==> config.mk <==
export PLATFORM = sky130hd
export DESIGN_NAME = mem_port_arbiter
export DESIGN_NICKNAME = d
export VERILOG_FILES = /design/src/rtl/mem_port_arbiter_pkg.sv /design/src/rtl/mem_port_arbiter.sv
export SDC_FILE = /design/constraint.sdc
export NUM_CORES = 1
export LEC_CHECK = 0
export CORE_MARGIN = 2
export CORE_UTILIZATION = 37
export DETAILED_ROUTE_END_ITERATION = 16
export PLACE_DENSITY = 0.85
export SYNTH_ARGS = -nofsm -noshare
export SYNTH_HDL_FRONTEND = slang
export SYNTH_SLANG_ARGS = --single-unit
==> constraint.sdc <==
create_clock -name clk -period 1.7 [get_ports clk]
set_input_delay 0.34 -clock clk [delete_from_list [all_inputs] [get_ports clk]]
set_output_delay 0.34 -clock clk [all_outputs]
set_load 0.005 [all_outputs]
==> src/rtl/mem_port_arbiter_pkg.sv <==
// Shared definitions for the unified I/D memory port: FSM encoding and handshake widths,
// kept here so the hazard unit and the memory model agree with the arbiter.
package mem_port_arbiter_pkg;

  localparam int MEM_DATA_W = 32;
  localparam int MEM_ADDR_W = 32;

  typedef enum logic [1:0] {
    IDLE   = 2'b00,
    BUSY_D = 2'b01,
    BUSY_I = 2'b10
  } arb_state_t;

endpackage

==> src/rtl/mem_port_arbiter.sv <==
// Arbitrates the single-ported unified memory between fetch (F) and memory stage (M),
// data first, and raises the per-stage stall requests consumed by the hazard unit.
module mem_port_arbiter
  import mem_port_arbiter_pkg::*;
#(
  parameter int DATA_W = MEM_DATA_W,
  parameter int ADDR_W = MEM_ADDR_W
) (
  input  logic              clk,
  input  logic              rst,
  input  logic              InstrReqF,
  input  logic [ADDR_W-1:0] PCF,
  input  logic              MemReqM,
  input  logic              MemWriteM,
  input  logic [ADDR_W-1:0] ALUOutM,
  input  logic [DATA_W-1:0] WriteDataM,
  output logic [DATA_W-1:0] InstrF,
  output logic              InstrValidF,
  output logic [DATA_W-1:0] ReadDataM,
  output logic              MemDoneM,
  output logic              StallIF,
  output logic              StallMEM,
  output logic              mem_req,
  output logic              mem_we,
  output logic [ADDR_W-1:0] mem_addr,
  output logic [DATA_W-1:0] mem_wdata,
  input  logic [DATA_W-1:0] mem_rdata,
  input  logic              mem_ack
);

  arb_state_t state;

  // A requester whose done/valid pulse is high has not advanced its stage yet,
  // so it is neither stalled nor re-granted this cycle.
  assign StallIF  = InstrReqF & ~InstrValidF;
  assign StallMEM = MemReqM & ~MemDoneM;

  always_ff @(posedge clk) begin
    if (rst) begin
      state       <= IDLE;
      mem_req     <= 1'b0;
      mem_we      <= 1'b0;
      mem_addr    <= '0;
      mem_wdata   <= '0;
      InstrF      <= '0;
      ReadDataM   <= '0;
      InstrValidF <= 1'b0;
      MemDoneM    <= 1'b0;
    end else begin
      InstrValidF <= 1'b0;
      MemDoneM    <= 1'b0;
      case (state)
        IDLE: begin
          if (StallMEM) begin
            state     <= BUSY_D;
            mem_req   <= 1'b1;
            mem_we    <= MemWriteM;
            mem_addr  <= ALUOutM;
            mem_wdata <= WriteDataM;
          end else if (StallIF) begin
            state    <= BUSY_I;
            mem_req  <= 1'b1;
            mem_we   <= 1'b0;
            mem_addr <= PCF;
          end else begin
            mem_req <= 1'b0;
          end
        end
        BUSY_D: begin
          if (mem_ack) begin
            if (!mem_we) ReadDataM <= mem_rdata;
            MemDoneM <= 1'b1;
            mem_req  <= 1'b0;
            state    <= IDLE;
          end
        end
        BUSY_I: begin
          if (mem_ack) begin
            // A redirect during the access drops the stale instruction; fetch re-arbitrates.
            if (PCF == mem_addr) begin
              InstrF      <= mem_rdata;
              InstrValidF <= 1'b1;
            end
            mem_req <= 1'b0;
            state   <= IDLE;
          end
        end
        default: begin
          mem_req <= 1'b0;
          state   <= IDLE;
        end
      endcase
    end
  end

endmodule

==> impl_results.md, run 1 <==
- Status: finished with violations
- WL met2: ~9000 um
- Commonest non-fill, non-tap cell in the layout: clkdlybuf4s50_1
- Worst path slowest cell: and4_4
- DIE HEIGHT: 127 um
- PortBufs: around 270
- Seq/Total Area, Yosys: 0.476
- Max Cap Viol: 0
- LEAKAGE: about 3.8 nW
- Critical Path AT: 2.23 ns
- Critical Path Fanout Max: 8
- CP top delay family: simple AND/OR/NAND/NOR gates
- Fin crit share: 1.12
- Buf+Inv Stages, Crit Path: 2
- Htree depth: 4
- Worst-Skew Late Latency: about 0.4 ns
- Largest net degree at the start of global routing: approximately 100
- Synthesized area per cell: between 8 and 9 um2
- Detail Route met3 WL: between 1500 and 2000 um
- Synth warnings: 0
- Clock Tree Root: clkbuf_16
- Post-synth net total: roughly 810
- RSZ-0062 raised after global routing: true
- Area delta synth->final: 71.1%
- Design Area, Final: between 0.009 and 0.01 mm2
- Synth cell types: 28
- Crit path launch type: flop
- Max Freq: 526 MHz
- Setup violators final: 33
- Die area: ~0.016 mm2
- Failing checks: setup timing
- Final Hold Violating Endpoints: 0
- Crit path kind: flop to flop
- Yosys reg bits: 134
- WHS: roughly 0.37 ns
- Synth top area share: 0.476
- Worst IR drop on VDD: roughly 0.0006 V
- Slew @ Worst Pin: about 0.42 ns
- Fin crit period: between 1.5 and 2 ns
- Ports: ~270
- Critical-path cell list: xnor2_2 > nand4_1 > nor4_4 > buf_4 > and4_4 > buf_12 > mux2i_1
- Drt total wl: between 15000 and 20000 um
- Core Area: ~0.015 mm2
- Hold Path Class: primary input to flop
- Fillcell total: 1240
- Die span in x: around 130 um
- WL met1: 7360 um
- Routability Congestion: a little over 0.8
- Int Pwr: slightly below 0.007 W
- 1st-iter DRT viols: 264
- PwrDens: roughly 950 mW/mm2
- Cell taking the most area after synthesis: dfxtp_1
- Most frequent cells in the layout: clkdlybuf4s50_1 (229), nand2_1 (196), dfxtp_1 (116)
- Slew margin rel.: 0.717
- CTS Buf Count: 17
- Via density: 4.89
- Sw Pwr: approximately 0.0024 W
- Share of cells above drive strength 1: 0.129
- NumNets Final: about 1100
- Grt total ovfl: 0
- Synthesized cell area: 0.00564 mm2
- Initial antenna violation count: 1
- Placement Cell Area: 0.00869 mm2
- First-pass GRT wire length: 27900 um
- CTS Hold Bufs: 0
- WP data required: 2.03 ns
- Crit end category: flop
- Leading post-synthesis cells by cell area: dfxtp_1 (48%), nand2_1 (13%), nand2b_1 (7.4%)
- Switching share of power: 0.260
- Clk slew on worst S/H paths: 0.06 ns
- DR pass1 iterations: 4
- Initial Util: 0.375
- Vias in the first global route: roughly 5500
- Clock sink count: around 130
- Cells after Synth: roughly 680
- CTS tree: yes
- CP max stage delay: around 0.34 ns
- Top Layer Used: met4
- Setup TNS: -5.66 ns
- Sequential share of power: 0.386
- Clock Skews: a little under 0.01 ns
- Combinational share of power: 0.217
- Fin worst setup slack: -0.200 ns
- Via count: around 5700
- Placement Rows: 45
- Clock tree buffer depth: 2
- Max-slew violation count: 0
- Post-DP HPWL: approximately 13000 um
- Overall global routing resource usage: 0.216
- Drt wl/cell: 15.6 um
- Routed Antenna Nets: 0
- Residual DRC count: 0
- Clock power share: 0.397
==> final cells by class <==
type / count / area [um2] / area share
timing repair buffer: 322 / 3300 / 0.342
multi-input combinational: 488 / 2810 / 0.291
sequential: 134 / 2710 / 0.280
clock buffer: 21 / 460 / 0.0477
tap: 188 / 235 / 0.0244
clock inverter: 11 / 123 / 0.0127
inverter: 4 / 15.0 / 0.00156
antenna: 1 / 2.50 / 0.000259
==> power groups by stage <==
stage | registers, W | logic, W | clock network [W]
after floorplan | 0.00360 | 0.000731 | 0
after global placement | 0.00357 | 0.00187 | 0
after detailed placement | 0.00358 | 0.00190 | 0
after CTS | 0.00353 | 0.00189 | 0.00370
after global routing | 0.00356 | 0.00216 | 0.00384
final | 0.00354 | 0.00199 | 0.00363
==> cells by family after synthesis <==
| group | share of synthesized area |
|---|---|
| buffers and inverters | 0.0479 |
| and+or+nand+nor | 0.250 |
| muxes | 0.0586 |
| AOI/OAI and AO/OA | 0.112 |
| DFF | 0.476 |
| xor gates and xnor gates | 0.0497 |
| adders and majority gates | 0.00666 |
==> per-layer routing <==
layer | vias to the layer above | GRT usage
met4 | 0 | 0.0776
met1 | 2650 | 0.247
met5 | - | 0
li1 | 2811 | -
met2 | 224 | 0.370
met3 | 35 | 0.0833
==> registers in the layout, indices dropped and copies added (netlist names) <==
register	flops
mem_wdata	32
state	2
InstrValidF	1
mem_addr	32
mem_we	1
ReadDataM	32
MemDoneM	1
InstrF	32
mem_req	1
==> Yosys cell counts, drive strengths merged <==
library cell and instances:
ha 3, and4 1, or2 1, xor2 3, nor2b 1, a311oi 32
nand4 8, a21oi 66, clkbuf 37, nand3 1, dfxtp 134, nand2b 67
nor4 1, inv 4, a22oi 1, a211oi 1, nand2 196, nor3 1
xnor2 29, mux2i 33, nor2 42, o21ai 1, buf 12
==> worst reg2reg max path: stages, from the launching register on <==
cell	delay, ns
dfxtp_2	0.33
xnor2_2	0.14
nand4_1	0.17
nor4_4	0.31
buf_4	0.15
and4_4	0.34
buf_12	0.18
mux2i_1	0.20
==> metrics by stage <==
stage	utilization	total power (W)	worst slack (ns)	cells
final	0.642	0.00916	-0.200	1169
after global routing	0.642	0.00957	-0.346	1169
after CTS	0.628	0.00912	-0.169	1163
after detailed placement	0.578	0.00548	-0.739	1119
after global placement	0.578	0.00544	-0.643	1119
after floorplan	-	0.00433	0.0936	675
==> final timing paths <==
path	from	to	slack, ns	cells past startpoint
max	mem_addr[0]	InstrF[31]	-0.20	7
min	PCF[31]	mem_addr[31]	0.37	3
max reg2reg	mem_addr[0]	InstrF[31]	-0.20	7
min reg2reg	ReadDataM[13]	ReadDataM[13]	0.45	2
==> timing repair <==
action                                  4_1_cts  5_1_grt
gates resized for setup                      52       29
pin swaps                                    10        4
buffers inserted                              9        3
cloned                                        3        2
endpoints found under the setup margin       50       50
(Power assumes the default switching activity.)
==> inputs of run 2 (changes only) <==
--- a/config.mk
+++ b/config.mk
@@ -9,6 +9,9 @@
 export CORE_UTILIZATION = 37
 export DETAILED_ROUTE_END_ITERATION = 16
 export PLACE_DENSITY = 0.85
+export REMOVE_ABC_BUFFERS = 1
+export SETUP_SLACK_MARGIN = 0.1
+export SLEW_MARGIN = 20
 export SYNTH_ARGS = -nofsm -noshare
 export SYNTH_HDL_FRONTEND = slang
 export SYNTH_SLANG_ARGS = --single-unit
==> run 2 against run 1 <==
  * The run still ends with setup timing left
  * Largest power group unchanged
  * Combinational power about the same
  * Clock-buffer cell count decreased by 3
  * Largest cell class unchanged
  * Die area unchanged
  * Routed wire length increased by 3.5%
  * Critical path depth increased by 2
  * Fmax decreased by 2.5%
  * Core utilization increased by 0.83 points
  * Global-route usage increased by 0.45 points
==> impl_results.md, run 2 (synthesis gave the netlist of run 1 again) <==
- Setup violators final: 32 (-3.0%)
- 1st-iter DRT viols: 362 (+37%)
- Grt total ovfl: 0 (unchanged)
- WP data required: 2.04 ns (about the same)
- Critical Path AT: 2.28 ns (+0.05 ns)
- PortBufs: 267 (unchanged)
- Die area: 0.0162 mm2 (unchanged)
- Hold path startpoint: PCF[22]
- Slew margin rel.: 0.741 (+0.0235)
- Share of cells above drive strength 1: 0.165 (+0.0367)
- Worst R2R Path Depth: 8 (+1)
- Slew @ Worst Pin: 0.386 ns (-0.0382 ns)
- Die span in x: 127 um (unchanged)
- Routability Congestion: 0.851 (+3.0%)
- Clk slew on worst S/H paths: 0.06 ns (about the same)
- Fillcell total: 1210 (-2.4%)
- CTS tree: yes
- # diodes: 0 (-1)
- Most frequent cells in the layout: nand2_1 (196), dlygate4sd2_1 (127), clkdlybuf4s50_1 (120)
- Worst-Skew Late Latency: 0.42 ns (about the same)
- End-of-flow core utilization: 0.650 (+0.00832)
- Final Hold Violating Endpoints: 0 (unchanged)
- Clock Skews: 0.0128 ns (+0.00298 ns)
- LEAKAGE: 4.45 nW (+18%)
- NumNets Final: 1110 (+0.54%)
- Residual DRC count: 0 (unchanged)
- Crit path launch type: primary input
- Htree depth: 4 (unchanged)
- Total power: 0.00933 W (+1.8%)
- Status: finished with violations
- Drt wl/cell: 16.1 um (+3.1%)
- Via density: 4.93 (+0.79%)
- WHS Endpoint: mem_addr[22]
- PwrDens: 954 mW/mm2 (+0.52%)
- Initial antenna violation count: 0 (-1)
- Vias in the first global route: 5540 (+0.38%)
- Post-DP HPWL: 12300 um (-2.6%)
- Placement Rows: 45 (unchanged)
- Worst hold path depth: 3 (unchanged)
- RSZ-0062 raised after global routing: true
- Setup TNS: -6.48 ns (-0.821 ns)
- Worst IR drop on VDD: 0.000725 V (+20%)
- FF-to-FF setup slack: -0.24 ns (-0.04 ns)
- Fin crit share: 1.15 (+0.0281)
- Core Area: 0.0150 mm2 (unchanged)
- Crit path kind: primary input to flop
- Overall global routing resource usage: 0.221 (+0.00448)
- Via count: 5790 (+1.2%)
- Clock sink count: 134 (unchanged)
- Clock tree buffer depth: 2 (unchanged)
- DR pass1 iterations: 4 (unchanged)
- Crit end category: flop
- Clock Tree Root: clkbuf_16
- Fin crit period: 1.95 ns (+0.0477 ns)
- DP Worst Slack: -0.799 ns (-0.0592 ns)
- Ports: 268 (unchanged)
- CTS Buf Count: 17 (unchanged)
- CTS Hold Bufs: 0 (unchanged)
- Max Freq: 513 MHz (-2.5%)
- Design Area, Final: 0.00977 mm2 (+1.3%)
- Hold Path Class: primary input to flop
- DIE HEIGHT: 127 um (unchanged)
- Max-slew violation count: 0 (unchanged)
- Fin worst setup slack: -0.247 ns (-0.0477 ns)
- R2r startpoint: mem_addr[3]
- Largest net degree at the start of global routing: 49 (-52%)
- Placement Cell Area: 0.00869 mm2 (about the same)
- Drt total wl: 18900 um (+3.5%)
- Initial Util: 0.375 (unchanged)
- Failing checks: setup timing
- Routed Antenna Nets: 0 (unchanged)
- First-pass GRT wire length: 28200 um (+1.1%)
- Critical Path Fanout Max: 5 (-3)
- FF-to-FF End: InstrF[28]
- Commonest non-fill, non-tap cell in the layout: nand2_1
- Area delta synth->final: 73.3%
- Max Cap Viol: 0 (unchanged)
-- run 2: cell count changes in the layout (fill, tap and decap cells not counted), sizes merged --
cell           delta
clkinv            -2
inv               +2
buf               +4
clkinvlp          +2
dlygate4sd2     +100
clkdlybuf4s50   -109
bufinv            +1
diode             -1
dlymetal6s2s      +8
-- run 2: report_power, final --
group / switching, W / internal (W)
combinational: 0.000882 / 0.00112
clock: 0.00146 / 0.00232
sequential: 0.000151 / 0.00339
-- run 2: how the worst max path moves through the flow --
stage,start,endpoint,slack (ns),cells past startpoint
after detailed placement,PCF[31],InstrF[6],-0.80,8
after CTS,mem_addr[4],InstrF[19],-0.23,8
after global placement,PCF[31],InstrF[7],-0.77,8
after floorplan,MemDoneM,mem_addr[0],-1.44,6
final,PCF[25],InstrF[28],-0.25,9
after global routing,mem_addr[16],InstrF[28],-0.31,8
-- run 2: what timing repair did --
item / in CTS / in global routing
setup endpoints to repair: 155 / 75
pin swaps: 7 / 18
gates cloned: 4 / 7
buffers inserted: 7 / 6
gates resized for setup: 191 / 43
-- run 2: critical path, cell delays in order --
cell             delay, ns
clkdlybuf4s50_1       0.50
xnor2_1               0.12
nand4_1               0.15
nor4_4                0.26
buf_4                 0.16
and4_4                0.28
buf_6                 0.15
buf_16                0.12
mux2i_1               0.19
-- run 2: layout make-up --
type / instances / area (um2) / share of cell area
Inverter: 4 / 17.5 / 0.00179
Clock buffer: 18 / 429 / 0.0439
Multi-Input combinational cell: 488 / 2820 / 0.289
Tap cell: 188 / 235 / 0.0241
Clock inverter: 14 / 174 / 0.0178
Sequential cell: 134 / 2740 / 0.280
Timing Repair Buffer: 328 / 3360 / 0.344
-- run 2: layer usage --
layer / track usage / up-vias / part of all wire
li1: - / 2828 / -
met1: 0.249 / 2706 / 0.41
met2: 0.384 / 233 / 0.49
met3: 0.0829 / 23 / 0.085
met4: 0.0756 / 0 / 0.015
met5: 0 / - / 0
-- run 2: per-stage QoR --
step | std cells | hold WS, ns
2_1_floorplan | 626 | 0.409
4_1_cts | 1161 | 0.290
6_report | 1174 | 0.284
3_5_place_dp | 1118 | 0.445
3_3_place_gp | 1118 | 0.440
5_1_grt | 1174 | 0.299
==> inputs of run 3 (changes only) <==
--- a/config.mk
+++ b/config.mk
@@ -10,7 +10,6 @@
 export DETAILED_ROUTE_END_ITERATION = 16
 export PLACE_DENSITY = 0.85
 export REMOVE_ABC_BUFFERS = 1
-export SETUP_SLACK_MARGIN = 0.1
 export SLEW_MARGIN = 20
 export SYNTH_ARGS = -nofsm -noshare
 export SYNTH_HDL_FRONTEND = slang
==> constraint.sdc (replaced) <==
create_clock -name clk -period 1.7 [get_ports clk]
set_input_delay 0.34 -clock clk [delete_from_list [all_inputs] [get_ports clk]]
set_output_delay 0.34 -clock clk [all_outputs]
set_load 0.1 [all_outputs]
==> run 3 against run 2 <==
  * The flow still finishes with violations (setup timing)
  * Critical endpoint is now InstrF[27]
  * Worst setup slack better by 0.088 ns
  * Clock skew is 0.0026 ns lower
  * Register-to-register slack better by 0.11 ns
  * Clock power shrank 3%
  * Via count is 1.0% higher
  * First-iteration DRC count down 15%
  * Combinational power is 110% higher
  * Sequential power grew 1%
  * Critical path type unchanged
==> impl_results.md, run 3 (synthesis gave the netlist of run 1 again) <==
- Worst IR drop on VDD: 0.000717 V (-1.1%)
- Sw Pwr: 0.00414 W (+66%)
- PortBufs: 267 (unchanged)
- Int Pwr: 0.00739 W (+8.1%)
- Slew @ Worst Pin: 0.387 ns (+0.00111 ns)
- Slew margin rel.: 0.740 (-0.000746)
- Drt wl/cell: 16.7 um (+3.8%)
- Clock power share: 0.320 (-0.086)
- DR pass1 iterations: 5 (+1)
- Status: finished with violations
- Grt total ovfl: 0 (unchanged)
- Most frequent cells in the layout: nand2_1 (196), buf_12 (145), dfxtp_1 (124)
- Ports: 268 (unchanged)
- Combinational share of power: 0.369 (+0.154)
- RSZ-0062 raised after global routing: true
- Worst path slowest cell: clkdlybuf4s50_1
- Max-slew violation count: 0 (unchanged)
- Crit path kind: primary input to flop
- Vias in the first global route: 5924 (+6.9%)
- DIE HEIGHT: 127 um (unchanged)
- PwrDens: 1040 mW/mm2 (+9.2%)
- Fin crit share: 1.09 (-0.0521)
- Drt total wl: 19700 um (+4.3%)
- End-of-flow core utilization: 0.735 (+0.0852)
- WP data required: 2.04 ns (about the same)
- Critical Path Fanout Max: 8 (+3)
- CP max stage delay: 0.54 ns (+0.04 ns)
- DP Worst Slack: -0.782 ns (+0.0169 ns)
- Area delta synth->final: 96.0%
- Placement Rows: 45 (unchanged)
- Die span in x: 127 um (unchanged)
- Routed Antenna Nets: 0 (unchanged)
- Largest net degree at the start of global routing: 57 (+16%)
- Final Hold Violating Endpoints: 0 (unchanged)
- Via density: 4.96 (+0.49%)
- Die area: 0.0162 mm2 (unchanged)
- Commonest non-fill, non-tap cell in the layout: nand2_1
- Setup TNS: -3.63 ns (+2.85 ns)
- Crit end category: flop
- Fin crit period: 1.86 ns (-0.0885 ns)
- Buf+Inv Stages, Crit Path: 3 (-1)
- Hold Path Class: primary input to flop
- Clk slew on worst S/H paths: 0.06 ns (about the same)
- Switching share of power: 0.359 (+0.0917)
- First-pass GRT wire length: 30400 um (+7.8%)
- Clock sink count: 134 (unchanged)
- LEAKAGE: 4.27 nW (-4.0%)
- Htree depth: 4 (unchanged)
- Critical-path cell list: clkdlybuf4s50_1 > xnor2_1 > nand4_1 > nor4_2 > buf_4 > and4_4 > buf_12 > mux2i_2
- NumNets Final: 1116 (+0.54%)
- 1st-iter DRT viols: 307 (-15%)
- Clock tree buffer depth: 2 (unchanged)
- # diodes: 0 (unchanged)
- Clock Tree Root: clkbuf_16
- Post-DP HPWL: 14400 um (+18%)
- Critical Path AT: 2.20 ns (-0.08 ns)
- Worst-Skew Late Latency: 0.42 ns (about the same)
- Clock Skews: 0.0102 ns (-0.00257 ns)
- Setup violators final: 32 (unchanged)
- Via count: 5848 (+1.0%)
- CP top delay family: buffers and inverters
- Core Area: 0.0150 mm2 (unchanged)
- Sequential share of power: 0.311 (-0.068)
- Initial Util: 0.375 (unchanged)
- Initial antenna violation count: 0 (unchanged)
- Failing checks: setup timing
- Max Freq: 538 MHz (+4.8%)
- Residual DRC count: 0 (unchanged)
- Crit path launch type: primary input
- Max Cap Viol: 0 (unchanged)
- Total power: 0.0115 W (+24%)
- CTS tree: yes
- CTS Buf Count: 17 (unchanged)
- Share of cells above drive strength 1: 0.271 (+0.106)
- Routability Congestion: 0.820 (-3.6%)
- Fin worst setup slack: -0.159 ns (+0.0885 ns)
- Overall global routing resource usage: 0.239 (+0.0182)
==> run 3: cell count changes in the layout (fill, tap and decap cells not counted), sizes merged <==
cell and change:
buf +144, dlygate4sd2 -117, dlymetal6s2s -18, clkdlybuf4s50 +2, inv -2, bufinv -1, clkbuf -1, clkinv -1
==> run 3: worst reg2reg max path, stage by stage (launching register included) <==
cell and delay (ns):
dfxtp_2 0.32, xnor2_1 0.14, nand4_1 0.11, nor4_2 0.29, buf_4 0.16, and4_4 0.32, buf_12 0.17, mux2i_2 0.22
==> run 3: power groups by stage <==
stage                     sequential (W)  clock [W]  combinational, W
after floorplan                  0.00514          0          0.000673
after CTS                        0.00358    0.00374           0.00420
after global placement           0.00362          0           0.00407
after global routing             0.00361    0.00390           0.00442
final                            0.00358    0.00368           0.00425
after detailed placement         0.00363          0           0.00412
==> run 3: worst paths after layout <==
path	start	to	slack (ns)	cells past startpoint
worst min register to register	ReadDataM[7]	ReadDataM[7]	0.49	2
worst min-delay path	rst	ReadDataM[11]	0.30	2
worst max register to register	mem_addr[3]	InstrF[27]	-0.13	7
worst max-delay path	PCF[31]	InstrF[27]	-0.16	8
==> run 3: what timing repair did <==
| item | 4_1_cts | 5_1_grt |
|---|---|---|
| gates cloned | 2 | 0 |
| resized for setup | 34 | 19 |
| pin swaps | 7 | 8 |
| endpoints found under the setup margin | 35 | 63 |
| setup buffers | 2 | 2 |
| hold buffers | 0 | 0 |
==> run 3: routing by layer <==
metal | vias up | track usage | routed length, um
met5 | - | 0 | 0
met4 | 0 | 0.0782 | 365
met3 | 32 | 0.0846 | 1720
met2 | 256 | 0.429 | 10300
met1 | 2724 | 0.263 | 7330
li1 | 2836 | - | -
==> run 3: stage by stage <==
step	std cells	instance area (um2)	hold WS [ns]
5_1_grt	1180	11100	0.302
3_3_place_gp	1142	10200	0.478
6_report	1180	11100	0.300
4_1_cts	1178	11000	0.280
3_5_place_dp	1142	10200	0.483
2_1_floorplan	626	5390	0.409
==> run 3: final cells by class <==
| type | count | area, um2 |
|---|---|---|
| inverters | 4 | 15.0 |
| clock inverters | 10 | 119 |
| fillers | 940 | 3980 |
| multi-input cells | 488 | 2830 |
| repair buffers | 334 | 4690 |
| clock buffers | 22 | 474 |
| well taps | 188 | 235 |
| flip-flops and latches | 134 | 2700 |
